**config.mk**
```make
export PLATFORM = sky130hd
export DESIGN_NAME = fetch_unit
export DESIGN_NICKNAME = d
export VERILOG_FILES = /design/src/rtl/fetch_unit.sv
export SDC_FILE = /design/constraint.sdc
export NUM_CORES = 1
export LEC_CHECK = 0
export BUFFER_PORTS_ARGS = -buffer_cell sky130_fd_sc_hd__clkbuf_2
export CORE_AREA = 2 2 175 177
export DETAILED_ROUTE_END_ITERATION = 7
export DIE_AREA = 0 0 177 179
export GPL_TIMING_DRIVEN = 0
export PLACE_DENSITY_LB_ADDON = 0.15
export SLEW_MARGIN = 20
export SYNTH_ARGS = -nofsm -noshare
export SYNTH_HDL_FRONTEND = slang
export SYNTH_SLANG_ARGS = --single-unit
```
**constraint.sdc**
```tcl
create_clock -name clk -period 4.7 [get_ports clk]
set_clock_uncertainty 0.2 [all_clocks]
set_input_delay 0.47 -clock clk [delete_from_list [all_inputs] [get_ports clk]]
set_output_delay 0.47 -clock clk [all_outputs]
set_load 0.05 [all_outputs]
```
**src/rtl/fetch_unit.sv**
```systemverilog
// Instruction fetch front end: one-outstanding memory request FSM feeding a
// small in-order fetch buffer, with two-slot branch redirect and pipeline hold.
module fetch_unit #(
  parameter logic [31:0] RESET_PC = 32'h0000_0000,
  parameter int          FB_DEPTH = 4
) (
  input  logic        clk,
  input  logic        rst_n,
  input  logic        stop,
  input  logic        br0_flag,
  input  logic        br1_flag,
  input  logic        br0_num,
  input  logic        br1_num,
  input  logic [31:0] br0_address,
  input  logic [31:0] br1_address,
  output logic        imem_req,
  output logic [31:0] imem_addr,
  input  logic        imem_ack,
  input  logic [31:0] imem_rdata,
  output logic        out_valid,
  input  logic        out_ready,
  output logic [31:0] out_pc,
  output logic [31:0] out_npc,
  output logic [31:0] out_inst,
  output logic        out_num
);

  localparam int PW = $clog2(FB_DEPTH);
  localparam int CW = PW + 1;
  localparam logic [CW-1:0] DEPTH_C = CW'(FB_DEPTH);

  typedef enum logic [1:0] {
    S_IDLE,
    S_WAIT,
    S_DROP
  } state_e;

  typedef struct packed {
    logic [31:0] pc;
    logic [31:0] inst;
    logic        num;
  } entry_t;

  state_e         state_q, state_d;
  logic [31:0]    fetch_pc_q, fetch_pc_d;
  logic [31:0]    req_addr_q, req_addr_d;
  logic           tag_q, tag_d;
  logic [PW-1:0]  head_q, head_d;
  logic [PW-1:0]  tail_q, tail_d;
  logic [CW-1:0]  count_q, count_d;
  entry_t         fb_q [FB_DEPTH];

  logic           redirect;
  logic           sel1;
  logic [31:0]    redirect_pc;
  logic           enq;
  logic           deq;
  logic           issue;
  logic           has_head;
  entry_t         wr_entry;
  entry_t         head_entry;

  // Slot 1 wins only when it alone is valid, or both are valid and it holds
  // the older tag (0) while the tags differ; every tie goes to slot 0.
  assign redirect    = br0_flag | br1_flag;
  assign sel1        = br1_flag & (~br0_flag | ((br0_num != br1_num) & ~br1_num));
  assign redirect_pc = (sel1 ? br1_address : br0_address) & ~32'h3;

  assign has_head  = (count_q != '0);
  assign out_valid = has_head & ~stop;
  assign enq       = (state_q == S_WAIT) & imem_ack & ~redirect;
  assign deq       = out_valid & out_ready & ~redirect;

  // NOTE: every always_comb output gets a default first, so no path can
  // leave a value unassigned and infer a latch.
  always_comb begin
    state_d    = state_q;
    fetch_pc_d = fetch_pc_q;
    req_addr_d = req_addr_q;
    tag_d      = tag_q;
    head_d     = head_q;
    tail_d     = tail_q;
    count_d    = count_q;
    issue      = 1'b0;

    if (redirect) begin
      head_d     = '0;
      tail_d     = '0;
      count_d    = '0;
      tag_d      = 1'b0;
      fetch_pc_d = redirect_pc;
    end else begin
      if (enq) begin
        tail_d = tail_q + 1'b1;
        tag_d  = ~tag_q;
      end
      if (deq) begin
        head_d = head_q + 1'b1;
      end
      case ({enq, deq})
        2'b10:   count_d = count_q + 1'b1;
        2'b01:   count_d = count_q - 1'b1;
        default: count_d = count_q;
      endcase
    end

    case (state_q)
      S_IDLE: begin
        if (!redirect && !stop && (count_q < DEPTH_C)) begin
          issue = 1'b1;
        end
      end
      S_WAIT: begin
        if (imem_ack) begin
          // Back-to-back issue counts the entry being enqueued this cycle.
          if (!redirect && !stop && (count_d < DEPTH_C)) begin
            issue = 1'b1;
          end else begin
            state_d = S_IDLE;
          end
        end else if (redirect) begin
          state_d = S_DROP;
        end
      end
      S_DROP: begin
        if (imem_ack) begin
          state_d = S_IDLE;
        end
      end
      default: state_d = S_IDLE;
    endcase

    if (issue) begin
      state_d    = S_WAIT;
      req_addr_d = fetch_pc_q;
      fetch_pc_d = fetch_pc_q + 32'd4;
    end
  end

  // NOTE: sequential state uses non-blocking assignments so all registers
  // update together from pre-edge values, independent of block ordering.
  always_ff @(posedge clk or negedge rst_n) begin
    if (!rst_n) begin
      state_q    <= S_IDLE;
      fetch_pc_q <= RESET_PC;
      req_addr_q <= RESET_PC;
      tag_q      <= 1'b0;
      head_q     <= '0;
      tail_q     <= '0;
      count_q    <= '0;
    end else begin
      state_q    <= state_d;
      fetch_pc_q <= fetch_pc_d;
      req_addr_q <= req_addr_d;
      tag_q      <= tag_d;
      head_q     <= head_d;
      tail_q     <= tail_d;
      count_q    <= count_d;
    end
  end

  assign wr_entry = '{pc: req_addr_q, inst: imem_rdata, num: tag_q};

  // NOTE: buffer storage has no reset; count_q gates every read, so stale
  // contents are never observable and the array stays plain RAM.
  always_ff @(posedge clk) begin
    if (enq) begin
      fb_q[tail_q] <= wr_entry;
    end
  end

  assign head_entry = fb_q[head_q];

  // The idle-state request is combinational so it can go out the first cycle
  // after reset release or after a redirect; reset forces it low.
  assign imem_req  = rst_n & ((state_q != S_IDLE) | issue);
  assign imem_addr = (state_q == S_IDLE) ? fetch_pc_q : req_addr_q;

  assign out_pc   = has_head ? head_entry.pc : 32'h0;
  assign out_npc  = has_head ? (head_entry.pc + 32'd4) : 32'h0;
  assign out_inst = has_head ? head_entry.inst : 32'h0;
  assign out_num  = has_head & head_entry.num;

endmodule

```
## After elaboration in Yosys (flattened, before gate mapping)

Memories as Yosys holds them, arrays and structs flattened.
Index checks and enable logic that the tools add are counted.

| word-level totals | value |
|---|---|
| flip-flop bits (word level) | 74 |
| RAM bits | 260 |
| output and inout port bits | 131 |
| logic and storage cells | 81 |
| memories kept | 1 |

Memories:

| memory | depth | width | read ports | clocked after Yosys merged registers in | wr ports | RTL line | text |
|---|---|---|---|---|---|---|---|
| fb_q | 4 | 65 | 1 | 0 | 1 | 51 | `entry_t fb_q [FB_DEPTH];` |

| cells by class | value |
|---|---|
| add/subtract/negate cells | 6 |
| magnitude comparators | 2 |
| equality and inequality tests | 9 |
| muxes and demuxes | 27 |
| bitwise operators | 17 |
| reductions and logical operators | 12 |

Operators by type and width:

| kind | number |
|---|---|
| 32-bit two-way mux | 7 |
| 32-bit by 3-bit adder with 32-bit output (second input constant) | 2 |
| 2-bit two-way mux | 9 |
| 1-bit bitwise AND | 9 |
| 4-bit != test (second input constant) | 2 |
| 2-bit nonzero test | 4 |
| 1-bit two-way mux | 7 |
| 3-bit < comparator (second input constant) | 2 |
| 2-bit case mux with 3 select lines | 1 |
| 3-bit case mux with 2 select lines | 1 |
| 1-bit NOT | 5 |
| 2-bit by 1-bit adder with 2-bit output (second input constant) | 2 |
| 2-bit by 1-bit == test with 1-bit output (second input constant) | 2 |
| 2-bit == test (second input constant) | 2 |
| 4-bit AND reduction | 1 |
| 3-bit by 1-bit adder with 3-bit output (second input constant) | 1 |
| 1-bit logical AND | 3 |
| 3-bit two-way mux | 1 |
| 3-bit != test (second input constant) | 1 |
| 1-bit bitwise OR | 3 |
| 3-bit nonzero test | 1 |
| 3-bit by 1-bit subtractor with 3-bit output (second input constant) | 1 |
| 1-bit logical NOT | 2 |
| 2-bit logical NOT | 1 |
| 3 further kinds | 3 |

## Logic depth before layout (Yosys ltp)

Gate-level depths: netlist (run 1).

| logic depth | value |
|---|---|
| depth in word-level cells | 14 |
| depth in mapped cells | 14 |

## Least setup slack after synthesis (run 1)

OpenSTA, ideal clock, no wires.

| timing | value |
|---|---|
| path type | register to register |
| start point | register count_q[2] |
| end point | register req_addr_q[22] |
| setup time | 0.125 ns |
| data arrival time | 3.758 ns |
| setup slack | 0.617 ns |
| stages on the path, launching flop included | 13 |
| path buffers | 1 |
| path through | dfrtp_1 nor3_1 nor2_1 and3_1 ha_1 xor2_1 ha_1 a21oi_1 xor2_1 or4b_4 a211oi_2 buf_2 mux2_2 |

| between the ends | value |
|---|---|
| word-level cells in the longest chain between the ends | 12 |
| elaborated cells on any way between the ends | 18 |
| those cells by class | 2 x add/sub; 2 x order compare; 2 x eq/ne; 6 x mux; 3 x bitwise; 3 x reduce/logical |

Ends and longest elaborated chain:

| item | RTL line | text |
|---|---|---|
| start: declaration | 50 | `logic [CW-1:0] count_q, count_d;` |
| start signal: assignment | 158 | `count_q <= count_d;` |
| 3-bit nonzero test * | 69 | `assign has_head = (count_q != '0);` |
| 1-bit bitwise AND * | 70 | `assign out_valid = has_head & ~stop;` |
| via out_valid | 20 | `output logic out_valid,` |
| 1-bit bitwise AND * (2 in a row) | 72 | `assign deq = out_valid & out_ready & ~redirect;` |
| 2-bit by 1-bit == test with 1-bit output or 2-bit == test (tied branches) | 100 | `case ({enq, deq})` |
| 3-bit case mux with 2 select lines * | 100 |  |
| 3-bit two-way mux * | 86 | `if (redirect) begin` |
| 3-bit < comparator * | 116 | `if (!redirect && !stop && (count_d < DEPTH_C)) begin` |
| 1-bit logical AND * | 116 |  |
| 1-bit two-way mux * | 116 |  |
| 1-bit two-way mux * | 114 | `if (imem_ack) begin` |
| 1-bit case mux with 2 select lines * | 107 | `case (state_q)` |
| end signal: assignment | 154 | `req_addr_q <= req_addr_d;` |
| end: declaration | 46 | `logic [31:0] req_addr_q, req_addr_d;` |

The timed path passes the listed nets; every way through them passes the cells marked *.
A chain may end at the register's enable or synchronous reset.

## Final worst setup path (run 1)

| timing | value |
|---|---|
| start point | input br0_flag |
| end point | register req_addr_q[19] |

| between the ends | value |
|---|---|
| word-level cells in the longest chain between the ends | 11 |
| elaborated cells on any way between the ends | 17 |
| those cells by class | 1 x order compare; 2 x eq/ne; 6 x mux; 4 x bitwise; 4 x reduce/logical |

Ends and longest elaborated chain:

| item | RTL line | text |
|---|---|---|
| start: declaration | 10 | `input logic br0_flag,` |
| 1-bit bitwise OR * | 65 | `assign redirect = br0_flag \| br1_flag;` |
| 1-bit NOT | 71, 72 |  |
| 1-bit bitwise AND, on equally long branches | 72, 71 |  |
| 2-bit by 1-bit == test with 1-bit output or 2-bit == test (tied branches) | 100 |  |
| 3-bit case mux with 2 select lines | 100 |  |
| 3-bit two-way mux | 86 |  |
| 3-bit < comparator | 116 |  |
| 1-bit logical AND | 116 |  |
| 1-bit two-way mux | 116 |  |
| 1-bit two-way mux | 114 |  |
| 1-bit case mux with 2 select lines * | 107 |  |

Every way passes the cells marked *; elsewhere a longest branch is shown, timed or not.

==> out/summary.txt, run 1 <==
status: completed
Synth Warn #: 0
FMAX: 226 MHz
Post-layout nets: 1370
Die H: 179 microns
CP Class: input port to register
Setup crit end kind: register
required time worst endpoint: 4.88 ns
Final min period: 4.42 ns
commonest cells after routing, fill and taps aside: 252 x edfxtp_1, 224 x clkbuf_2, 74 x nor2_1
Antenna diodes: 0
number of synthesized flops with an enable pin: 252
via count: 9063
clk buf depth: 3
Root Driver: clkbuf_16
Worst Max-Slew Pin Slew: 0.801 ns
Syn Inst Count: 950
Post-synth ARST share: 21.7%
Leakage: 6.47 nW
clk sinks: 322
critical path arrival: 4.60 ns
largest net degree at the start of global routing: 39
final max-slew violation count: 0
pre-CTS WS: -0.369 ns
port buffer count: 225
Top Ports: 236
vias in the first global route: 8945
worst-path maximum fanout: 10
Post-DRT Antenna Nets: 0
Syn Std Cell Area: 14700 sq um
Slew HR: 46.4%
CTS H-tree depth: 2
Row Count: 64
worst-path cell chain: clkbuf_2, nor2_1, clkbuf_1, and3_1, ha_1, xor2_1, ha_1, a21oi_1, xor2_1, or4b_4, a211oi_4, buf_2, mux2_2
Synth cell types: 59
Worst-Skew Late Latency: 0.49 ns
Slowest-stage cell, CP: nor2_1
Min Hold Slack: 0.0350 ns
Syn Area/Cell: 15.4 sq um
First-pass DRT Iterations: 5
grt total ovfl: 0
startpoint types: input port
HPWL Detailed: 23900 microns
Synth Register Bits: 322
DIE WIDTH: 177 microns
final worst slack: 0.285 ns
Critical Path Max Stage Delay: 0.62 ns
share of cells above drive strength 1: 35.2%
DIE AREA: 31700 sq um
post-synthesis sequential area ratio: 63.5%
maxcap violations: 0
Vias per Instance: 5.41
Num CTS Buffers: 34
ys flop type: edfxtp_1
initial antenna violation count: 0
Clk pin slew, worst setup/hold paths: 0.06 ns
Tcrit/Tclk final: 93.9%
gp weighted congestion: 0.917
TritonCTS clock tree: built
commonest non-fill, non-tap cell in the layout: edfxtp_1
gr usage total: 21.7%
P per Cell Area: 367 nW/um^2
initial DRC count: 535
Final Hold Violating Endpoints: 0
Initial Util: 48.8%
hold crit path type: input port to register
overall power: 6.53 mW
drt drc: 0
RSZ-0062 raised after global routing: false
area delta synth->final: 21.3%
wire per inst: 20.2 microns
Post-CTS Setup Bufs: 0
Worst VDD drop: 0.000203 V
first-pass GRT wire length: 51800 microns
core region area: 30000 sq um
wirelength, routed: 33900 microns
Final Setup Violations: 0
## registers in the layout, summed over array words and instances, names as in the netlist
signal and cells:
head_q 2, state_q 2, count_q 3, tag_q 1
req_addr_q 30, fb_q 252, tail_q 2, fetch_pc_q 30
## critical path: cells and delay by family
family                   cells  cell delay (ns)
AND/OR/NAND/NOR              3             1.50
buffers and inverters        3             1.02
AO/OA/AOI/OAI                2             0.48
adder cells (fa/ha/maj)      2             0.39
multiplexers                 1             0.37
XOR/XNOR                     2             0.35
## cells by family (layout without fill, tap and decap cells)
family | count (synthesis) | in the layout | share of synthesized area (%)
fa+ha+maj | 10 | 10 | 0.853
buf+inv | 72 | 395 | 2.30
xor+xnor | 53 | 53 | 3.17
simple gates | 269 | 269 | 9.79
compound gates | 74 | 74 | 3.99
other cells | 1 | 6 | 0.0256
mux | 149 | 149 | 16.3
flops | 322 | 322 | 63.5
## Yosys cell counts (4+ instances only)
cell	number	area, sq um
mux2i_1	9	90.1
nor2_1	74	278
clkbuf_1	30	113
a2111oi_2	10	150
a221oi_1	5	43.8
a211oi_1	7	52.6
dfrtp_1	70	1750
buf_4	7	52.6
mux2_1	6	67.6
ha_1	10	125
mux4_2	54	1220
and3_1	12	75.1
a21oi_1	15	75.1
and4_1	7	61.3
o21ai_0	20	100
nand2_1	41	154
and2_1	8	50.1
nand3_1	14	70.1
xor2_1	9	78.8
buf_1	4	15.0
mux4_1	8	210
nor2b_1	60	375
nor3_1	16	80.1
xnor2_1	44	385
nand2b_1	4	25.0
nand4_1	9	56.3
nor4_1	8	50.1
inv_1	14	52.6
edfxtp_1	252	7570
mux2_2	72	811
buf_2	14	70.1
## report_power, final
part | switching [mW] | total, mW | internal, mW
Combinational | 0.397 | 0.647 | 0.251
Sequential | 0.185 | 3.45 | 3.27
Clock | 1.03 | 2.43 | 1.40
## stage by stage
| step | std cells | setup TNS [ns] | cell area (sq um) | util (%) |
|---|---|---|---|---|
| final | 1674 | 0 | 17800 | 59.2 |
| after global routing | 1674 | 0 | 17800 | 59.2 |
| after CTS | 1674 | 0 | 17800 | 59.2 |
| after detailed placement | 1581 | -10.87 | 16400 | 54.7 |
| after global placement | 1576 | -49.09 | 16300 | 54.3 |
| after floorplan | 955 | 0 | 14700 | - |
## timing repair
| item | 4_1_cts | 5_1_grt |
|---|---|---|
| hold endpoints to repair | 162 | 0 |
| endpoints found under the setup margin | 0 | 35 |
| hold buffers | 34 | 0 |
| gates resized for setup | 0 | 2 |
## layout make-up
class | count | area [sq um]
repair buffers | 264 | 1580
fillers | 2384 | 12200
multi-input cells | 561 | 5050
clock buffers | 46 | 938
flip-flops and latches | 322 | 9320
well taps | 396 | 495
inverters | 14 | 52.6
plain buffers | 58 | 284
clock inverters | 13 | 66.3
## layer usage
metal / wire [microns] / vias to the layer above / global-route usage [%]
li1: - / 4225 / -
met2: 16100 / 331 / 35.6
met4: 555 / 0 / 4.82
met1: 14900 / 4464 / 30.7
met3: 2320 / 43 / 3.37
met5: 0 / - / 0
## final timing paths
kind                                      start              to  slack, ns  cells after the start
worst min-delay path            br1_address[23]  fetch_pc_q[23]       0.04                      3
worst min register to register   req_addr_q[22]     fb_q[3][55]       0.34                      0
min in group asynchronous                 rst_n  fetch_pc_q[18]       0.28                      2
max in group asynchronous                 rst_n   fetch_pc_q[7]       3.43                      3
worst max register to register       state_q[1]  req_addr_q[19]       0.42                     12
worst max-delay path                   br0_flag  req_addr_q[19]       0.28                     13
(Power assumes the default switching activity.)
==> run 2: changes to the inputs <==
--- a/config.mk
+++ b/config.mk
@@ -8,5 +8,5 @@
 export BUFFER_PORTS_ARGS = -buffer_cell sky130_fd_sc_hd__clkbuf_2
-export CORE_AREA = 2 2 175 177
+export CORE_AREA = 2 2 164 166
 export DETAILED_ROUTE_END_ITERATION = 7
-export DIE_AREA = 0 0 177 179
+export DIE_AREA = 0 0 166 168
 export GPL_TIMING_DRIVEN = 0
--- a/constraint.sdc
+++ b/constraint.sdc
@@ -4,2 +4,2 @@
 set_output_delay 0.47 -clock clk [all_outputs]
-set_load 0.05 [all_outputs]
+set_load 0.005 [all_outputs]
==> out/summary.txt, run 2 (same netlist as run 1, synthesis figures left out) <==
CP Class: input port to register (unchanged)
required time worst endpoint: 4.94 ns (was 4.88 ns)
Antenna diodes: 0 (unchanged)
First-pass DRT Iterations: 5 (unchanged)
Reg with most FFs: fb_q (unchanged)
Setup Total Neg Slack: 0 ns (unchanged)
Row Count: 60 (was 64)
Sw Share: 22.6% (was 24.6%)
FF-to-FF setup slack: 0.38 ns (was 0.42 ns)
largest net degree at the start of global routing: 49 (was 39)
Setup crit end kind: register (unchanged)
commonest cells after routing, fill and taps aside: 252 x edfxtp_1, 224 x clkbuf_2, 74 x nor2_1 (unchanged)
Reg2Reg Launch Point: state_q[1] (unchanged)
Num CTS Buffers: 30 (was 34)
biggest regs: fb_q x252, fetch_pc_q x30, req_addr_q x30 (unchanged)
startpoint types: input port (unchanged)
wire per inst: 20.7 microns (was 20.2 microns)
gp weighted congestion: 0.950 (was 0.917)
finished layout cell area: 17700 sq um (was 17800 sq um)
HP Start: br0_address[10] (was br1_address[23])
Worst Hold Endpoint: fetch_pc_q[10] (was fetch_pc_q[23])
P per Cell Area: 353 nW/um^2 (was 367 nW/um^2)
initial antenna violation count: 0 (unchanged)
core region area: 26400 sq um (was 30000 sq um)
pre-CTS WS: -0.313 ns (was -0.369 ns)
max reg flops: 252 (unchanged)
sw power: 1.41 mW (was 1.61 mW)
DIE AREA: 27900 sq um (was 31700 sq um)
clk sinks: 322 (unchanged)
critical path arrival: 4.62 ns (was 4.60 ns)
Register-to-Register Path Depth: 12 (unchanged)
placed insts: 1526 (was 1581)
Tcrit/Tclk final: 93.1% (was 93.9%)
maxcap violations: 0 (unchanged)
Initial Util: 55.7% (was 48.8%)
clk buf depth: 3 (unchanged)
commonest non-fill, non-tap cell in the layout: edfxtp_1 (unchanged)
Final Setup Violations: 0 (unchanged)
Worst Hold Depth: 3 (unchanged)
worst-path maximum fanout: 10 (unchanged)
Comb pwr share: 7.6% (was 9.9%)
CTS H-tree depth: 1 (was 2)
initial DRC count: 722 (was 535)
status: completed (unchanged)
drt drc: 0 (unchanged)
TritonCTS clock tree: built (unchanged)
Final min period: 4.37 ns (was 4.42 ns)
gr usage total: 24.3% (was 21.7%)
Vias per Instance: 5.57 (was 5.41)
Root Driver: clkbuf_16 (unchanged)
Slew HR: 45.1% (was 46.4%)
Top Ports: 236 (unchanged)
share of cells above drive strength 1: 35.1% (was 35.2%)
Final Non-Filler Cells: 1620 (was 1674)
Leakage: 6.46 nW (was 6.47 nW)
first-pass GRT wire length: 52500 microns (was 51800 microns)
port buffer count: 225 (unchanged)
hold crit path type: input port to register (unchanged)
Post-DRT Antenna Nets: 0 (unchanged)
RR Endpoint: req_addr_q[17] (was req_addr_q[19])
Internal: 4.84 mW (was 4.92 mW)
final worst slack: 0.326 ns (was 0.285 ns)
vias in the first global route: 9101 (was 8945)
Post-layout nets: 1371 (was 1370)
register share of total power: 55.1% (was 52.9%)
Worst VDD drop: 0.000302 V (was 0.000203 V)
final max-slew violation count: 0 (unchanged)
Clk pin slew, worst setup/hold paths: 0.06 ns (about the same)
clock network power share: 37.3% (was 37.2%)
Final Hold Violating Endpoints: 0 (unchanged)
via count: 9029 (was 9063)
HPWL Detailed: 23400 microns (was 23900 microns)
area delta synth->final: 20.7% (was 21.3%)
overall power: 6.25 mW (was 6.53 mW)
DIE WIDTH: 166 microns (was 177 microns)
FMAX: 229 MHz (was 226 MHz)
Post-CTS Setup Bufs: 0 (unchanged)
grt total ovfl: 0 (unchanged)
wirelength, routed: 33600 microns (was 33900 microns)
RSZ-0062 raised after global routing: false (unchanged)
Worst-Skew Late Latency: 0.56 ns (was 0.49 ns)
Die H: 168 microns (was 179 microns)
Worst Max-Slew Pin Slew: 0.821 ns (was 0.801 ns)
placed cell area: 16400 sq um (about the same)
==> run 2: cell count changes in the layout (fill, tap and decap cells not counted) <==
cell           previous run  this run
clkinv_2                  4         3
bufinv_16                 0         1
clkinv_4                  0         1
clkinv_1                  6         8
clkbuf_8                  0         4
clkbuf_16                36        31
inv_6                     1         0
clkbuf_1                 40        35
dlygate4sd3_1            34        39
==> run 2: cell type report <==
class / instances / area (sq um)
inverters: 14 / 52.6
multi-input cells: 561 / 5050
plain buffers: 58 / 284
fillers: 1885 / 8640
flip-flops and latches: 322 / 9320
clock buffers: 40 / 850
clock inverters: 15 / 98.8
repair buffers: 269 / 1630
well taps: 341 / 427
==> run 2: critical path, cell delays in order <==
cell and delay [ns]:
dlygate4sd3_1 0.52, clkbuf_2 0.12, nand3b_1 0.27, nor2_1 0.45, inv_1 0.12, ha_1 0.25
xor2_1 0.17, ha_1 0.18, a21oi_1 0.15, xor2_1 0.13, or4b_4 0.58, a211oi_4 0.46
buf_2 0.36, mux2_2 0.37
==> run 2: how the worst max path moves through the flow <==
stage                           from              to  slack [ns]  cells past startpoint
after detailed placement    br0_flag  req_addr_q[17]       -0.31                     13
after global routing        imem_ack  fetch_pc_q[21]        0.09                     15
after global placement      br0_flag  req_addr_q[15]       -0.33                     13
after CTS                 count_q[2]  req_addr_q[13]        0.08                     12
final                       imem_ack  req_addr_q[17]        0.33                     14
after floorplan             br0_flag  req_addr_q[22]        0.74                     12
==> run 2: power by group through the flow <==
stage / sequential, mW / clock, mW / combinational [mW]
3_3_place_gp: 3.49 / 0 / 0.442
4_1_cts: 3.44 / 2.37 / 0.478
3_5_place_dp: 3.50 / 0 / 0.448
5_1_grt: 3.47 / 2.47 / 0.522
2_1_floorplan: 3.43 / 0 / 0.272
6_report: 3.45 / 2.33 / 0.475
==> run 2: timing repair <==
item,in CTS,in global routing
hold buffers,39,0
setup endpoints to repair,0,32
hold endpoints to repair,162,0
gates resized for setup,0,2
==> run 2: per-stage QoR <==
stage               hold WS (ns)  utilization (%)
floorplan                -0.0256                -
global placement           0.313             61.6
detailed placement         0.281             62.1
CTS                      0.00154             67.2
global route              0.0431             67.2
finish                    0.0107             67.2
==> run 2: layer usage <==
metal | share of wire, % | wire length, microns | vias to the layer above | track usage, %
li1 | - | - | 4230 | -
met5 | 0 | 0 | - | 0
met3 | 6.1 | 2060 | 55 | 3.48
met1 | 44 | 14800 | 4395 | 34.6
met2 | 47 | 15800 | 349 | 39.7
met4 | 2.7 | 901 | 0 | 7.07
==> run 3: changes to the inputs <==
GPL_TIMING_DRIVEN = default   (was 0)
==> out/summary.txt, run 3 (same netlist as run 1, synthesis figures left out) <==
Setup crit end kind: register (unchanged)
status: completed (unchanged)
drt drc: 0 (unchanged)
Root Driver: clkbuf_16 (unchanged)
Post-DRT Antenna Nets: 0 (unchanged)
FMAX: 225 MHz (was 229 MHz)
Row Count: 60 (unchanged)
Reg with most FFs: fb_q (unchanged)
wirelength, routed: 31100 microns (was 33600 microns)
startpoint types: register (was input port)
Top Ports: 236 (unchanged)
worst-path maximum fanout: 11 (was 10)
HPWL Detailed: 20000 microns (was 23400 microns)
Final Setup Violations: 0 (unchanged)
gp weighted congestion: 0.906 (was 0.950)
Final min period: 4.45 ns (was 4.37 ns)
Worst Max-Slew Pin Slew: 1.06 ns (was 0.821 ns)
final max-slew violation count: 0 (unchanged)
RSZ-0062 raised after global routing: false (unchanged)
critical path arrival: 4.74 ns (was 4.62 ns)
First-pass DRT Iterations: 5 (unchanged)
clk sinks: 322 (unchanged)
CP Class: register to register (was input port to register)
Tcrit/Tclk final: 94.7% (was 93.1%)
utilization after layout: 67.1% (was 67.2%)
cell mode on critical path: ha_1
Num CTS Buffers: 31 (was 30)
initial DRC count: 652 (was 722)
commonest non-fill, non-tap cell in the layout: edfxtp_1 (unchanged)
gr usage total: 22.0% (was 24.3%)
port buffer count: 225 (unchanged)
core region area: 26400 sq um (unchanged)
DIE AREA: 27900 sq um (unchanged)
worst-path cell chain: nor3_2, nor2_1, and3_1, ha_1, xor2_1, ha_1, a21oi_1, xor2_2, or4b_4, a2111oi_2, xnor2_1, a221oi_1, dlygate4sd3_1 (was dlygate4sd3_1, clkbuf_2, nand3b_1, nor2_1, inv_1, ha_1, xor2_1, ha_1, a21oi_1, xor2_1, or4b_4, a211oi_4, buf_2, mux2_2)
Leakage: 6.43 nW (was 6.46 nW)
Setup Total Neg Slack: 0 ns (unchanged)
placed insts: 1480 (was 1526)
Vias per Instance: 5.63 (was 5.57)
Critical Path Max Stage Delay: 0.72 ns (was 0.58 ns)
area delta synth->final: 20.5% (was 20.7%)
share of cells above drive strength 1: 37.1% (was 35.1%)
Die H: 168 microns (unchanged)
Min Hold Slack: 0.0228 ns (was 0.0107 ns)
grt total ovfl: 0 (unchanged)
max reg flops: 252 (unchanged)
final worst slack: 0.249 ns (was 0.326 ns)
Worst-Skew Late Latency: 0.55 ns (was 0.56 ns)
largest net degree at the start of global routing: 94 (was 49)
P per Cell Area: 367 nW/um^2 (was 353 nW/um^2)
maxcap violations: 0 (unchanged)
placed cell area: 16100 sq um (was 16400 sq um)
via count: 8912 (was 9029)
Clk pin slew, worst setup/hold paths: 0.06 ns (about the same)
DIE WIDTH: 166 microns (unchanged)
pre-CTS WS: 0.548 ns (was -0.313 ns)
commonest cells after routing, fill and taps aside: 252 x edfxtp_1, 224 x clkbuf_2, 74 x nor2_1 (unchanged)
overall power: 6.49 mW (was 6.25 mW)
hold crit path type: input port to register (unchanged)
Antenna diodes: 0 (unchanged)
Slowest-stage cell, CP: or4b_4 (unchanged)
initial antenna violation count: 0 (unchanged)
vias in the first global route: 8787 (was 9101)
Initial Util: 55.7% (unchanged)
required time worst endpoint: 4.99 ns (was 4.94 ns)
clk buf depth: 3 (unchanged)
first-pass GRT wire length: 48900 microns (was 52500 microns)
finished layout cell area: 17700 sq um (about the same)
Post-layout nets: 1334 (was 1371)
Final Hold Violating Endpoints: 0 (unchanged)
biggest regs: fb_q x252, fetch_pc_q x30, req_addr_q x30 (unchanged)
CTS H-tree depth: 1 (unchanged)
wire per inst: 19.6 microns (was 20.7 microns)
Final Non-Filler Cells: 1584 (was 1620)
Slew HR: 29.4% (was 45.1%)
Worst VDD drop: 0.000320 V (was 0.000302 V)
TritonCTS clock tree: built (unchanged)
-- run 3: cell count changes in the layout (fill, tap and decap cells not counted), moves of 4 or more --
cell       change
clkbuf_1      -32
buf_4         +16
buf_2         -13
clkinv_1       -7
buf_1          -4
bufinv_16      +4
-- run 3: layout make-up --
type,count,area (sq um)
flip-flops and latches,322,9320
fillers,1883,8680
multi-input cells,562,5090
repair buffers,288,1710
clock buffers,36,815
well taps,341,427
clock inverters,21,256
inverters,14,52.6
-- run 3: layer usage --
layer | vias up | GRT usage, % | part of all wire (%)
met5 | - | 0 | 0
met4 | 0 | 4.46 | 1.9
met3 | 44 | 3.34 | 6.0
met2 | 313 | 35.0 | 47
met1 | 4402 | 32.8 | 45
li1 | 4153 | - | -
-- run 3: path summary, 6_finish.rpt --
check | endpoint | slack [ns] | cells past startpoint | from
min in group asynchronous | state_q[1] | 0.33 | 3 | rst_n
worst min register to register | fb_q[0][0] | 0.34 | 0 | tag_q
worst min-delay path | fetch_pc_q[10] | 0.02 | 3 | br0_address[10]
worst max register to register | fetch_pc_q[22] | 0.25 | 13 | count_q[2]
max in group asynchronous | head_q[0] | 3.41 | 3 | rst_n
worst max-delay path | fetch_pc_q[22] | 0.25 | 13 | count_q[2]
-- run 3: repair_timing --
action,in CTS,in global routing
endpoints found under the setup margin,0,2
buffers inserted,0,7
hold buffers,39,0
hold endpoints to repair,202,0
resized for setup,0,1
-- run 3: report_power, final --
group | switching, mW | internal, mW | leakage (nW) | total (mW)
clock network | 1.04 | 1.52 | 0.514 | 2.57
registers | 0.182 | 3.27 | 3.12 | 3.45
logic | 0.214 | 0.255 | 2.80 | 0.469
-- run 3: critical path, delay by kind of cell (launching register included) --
| kind | cells | cell delay, ns |
|---|---|---|
| simple gates | 4 | 1.29 |
| compound gates | 3 | 0.85 |
| buf+inv | 1 | 0.58 |
| flops | 1 | 0.51 |
| xor+xnor | 3 | 0.50 |
| fa+ha+maj | 2 | 0.45 |
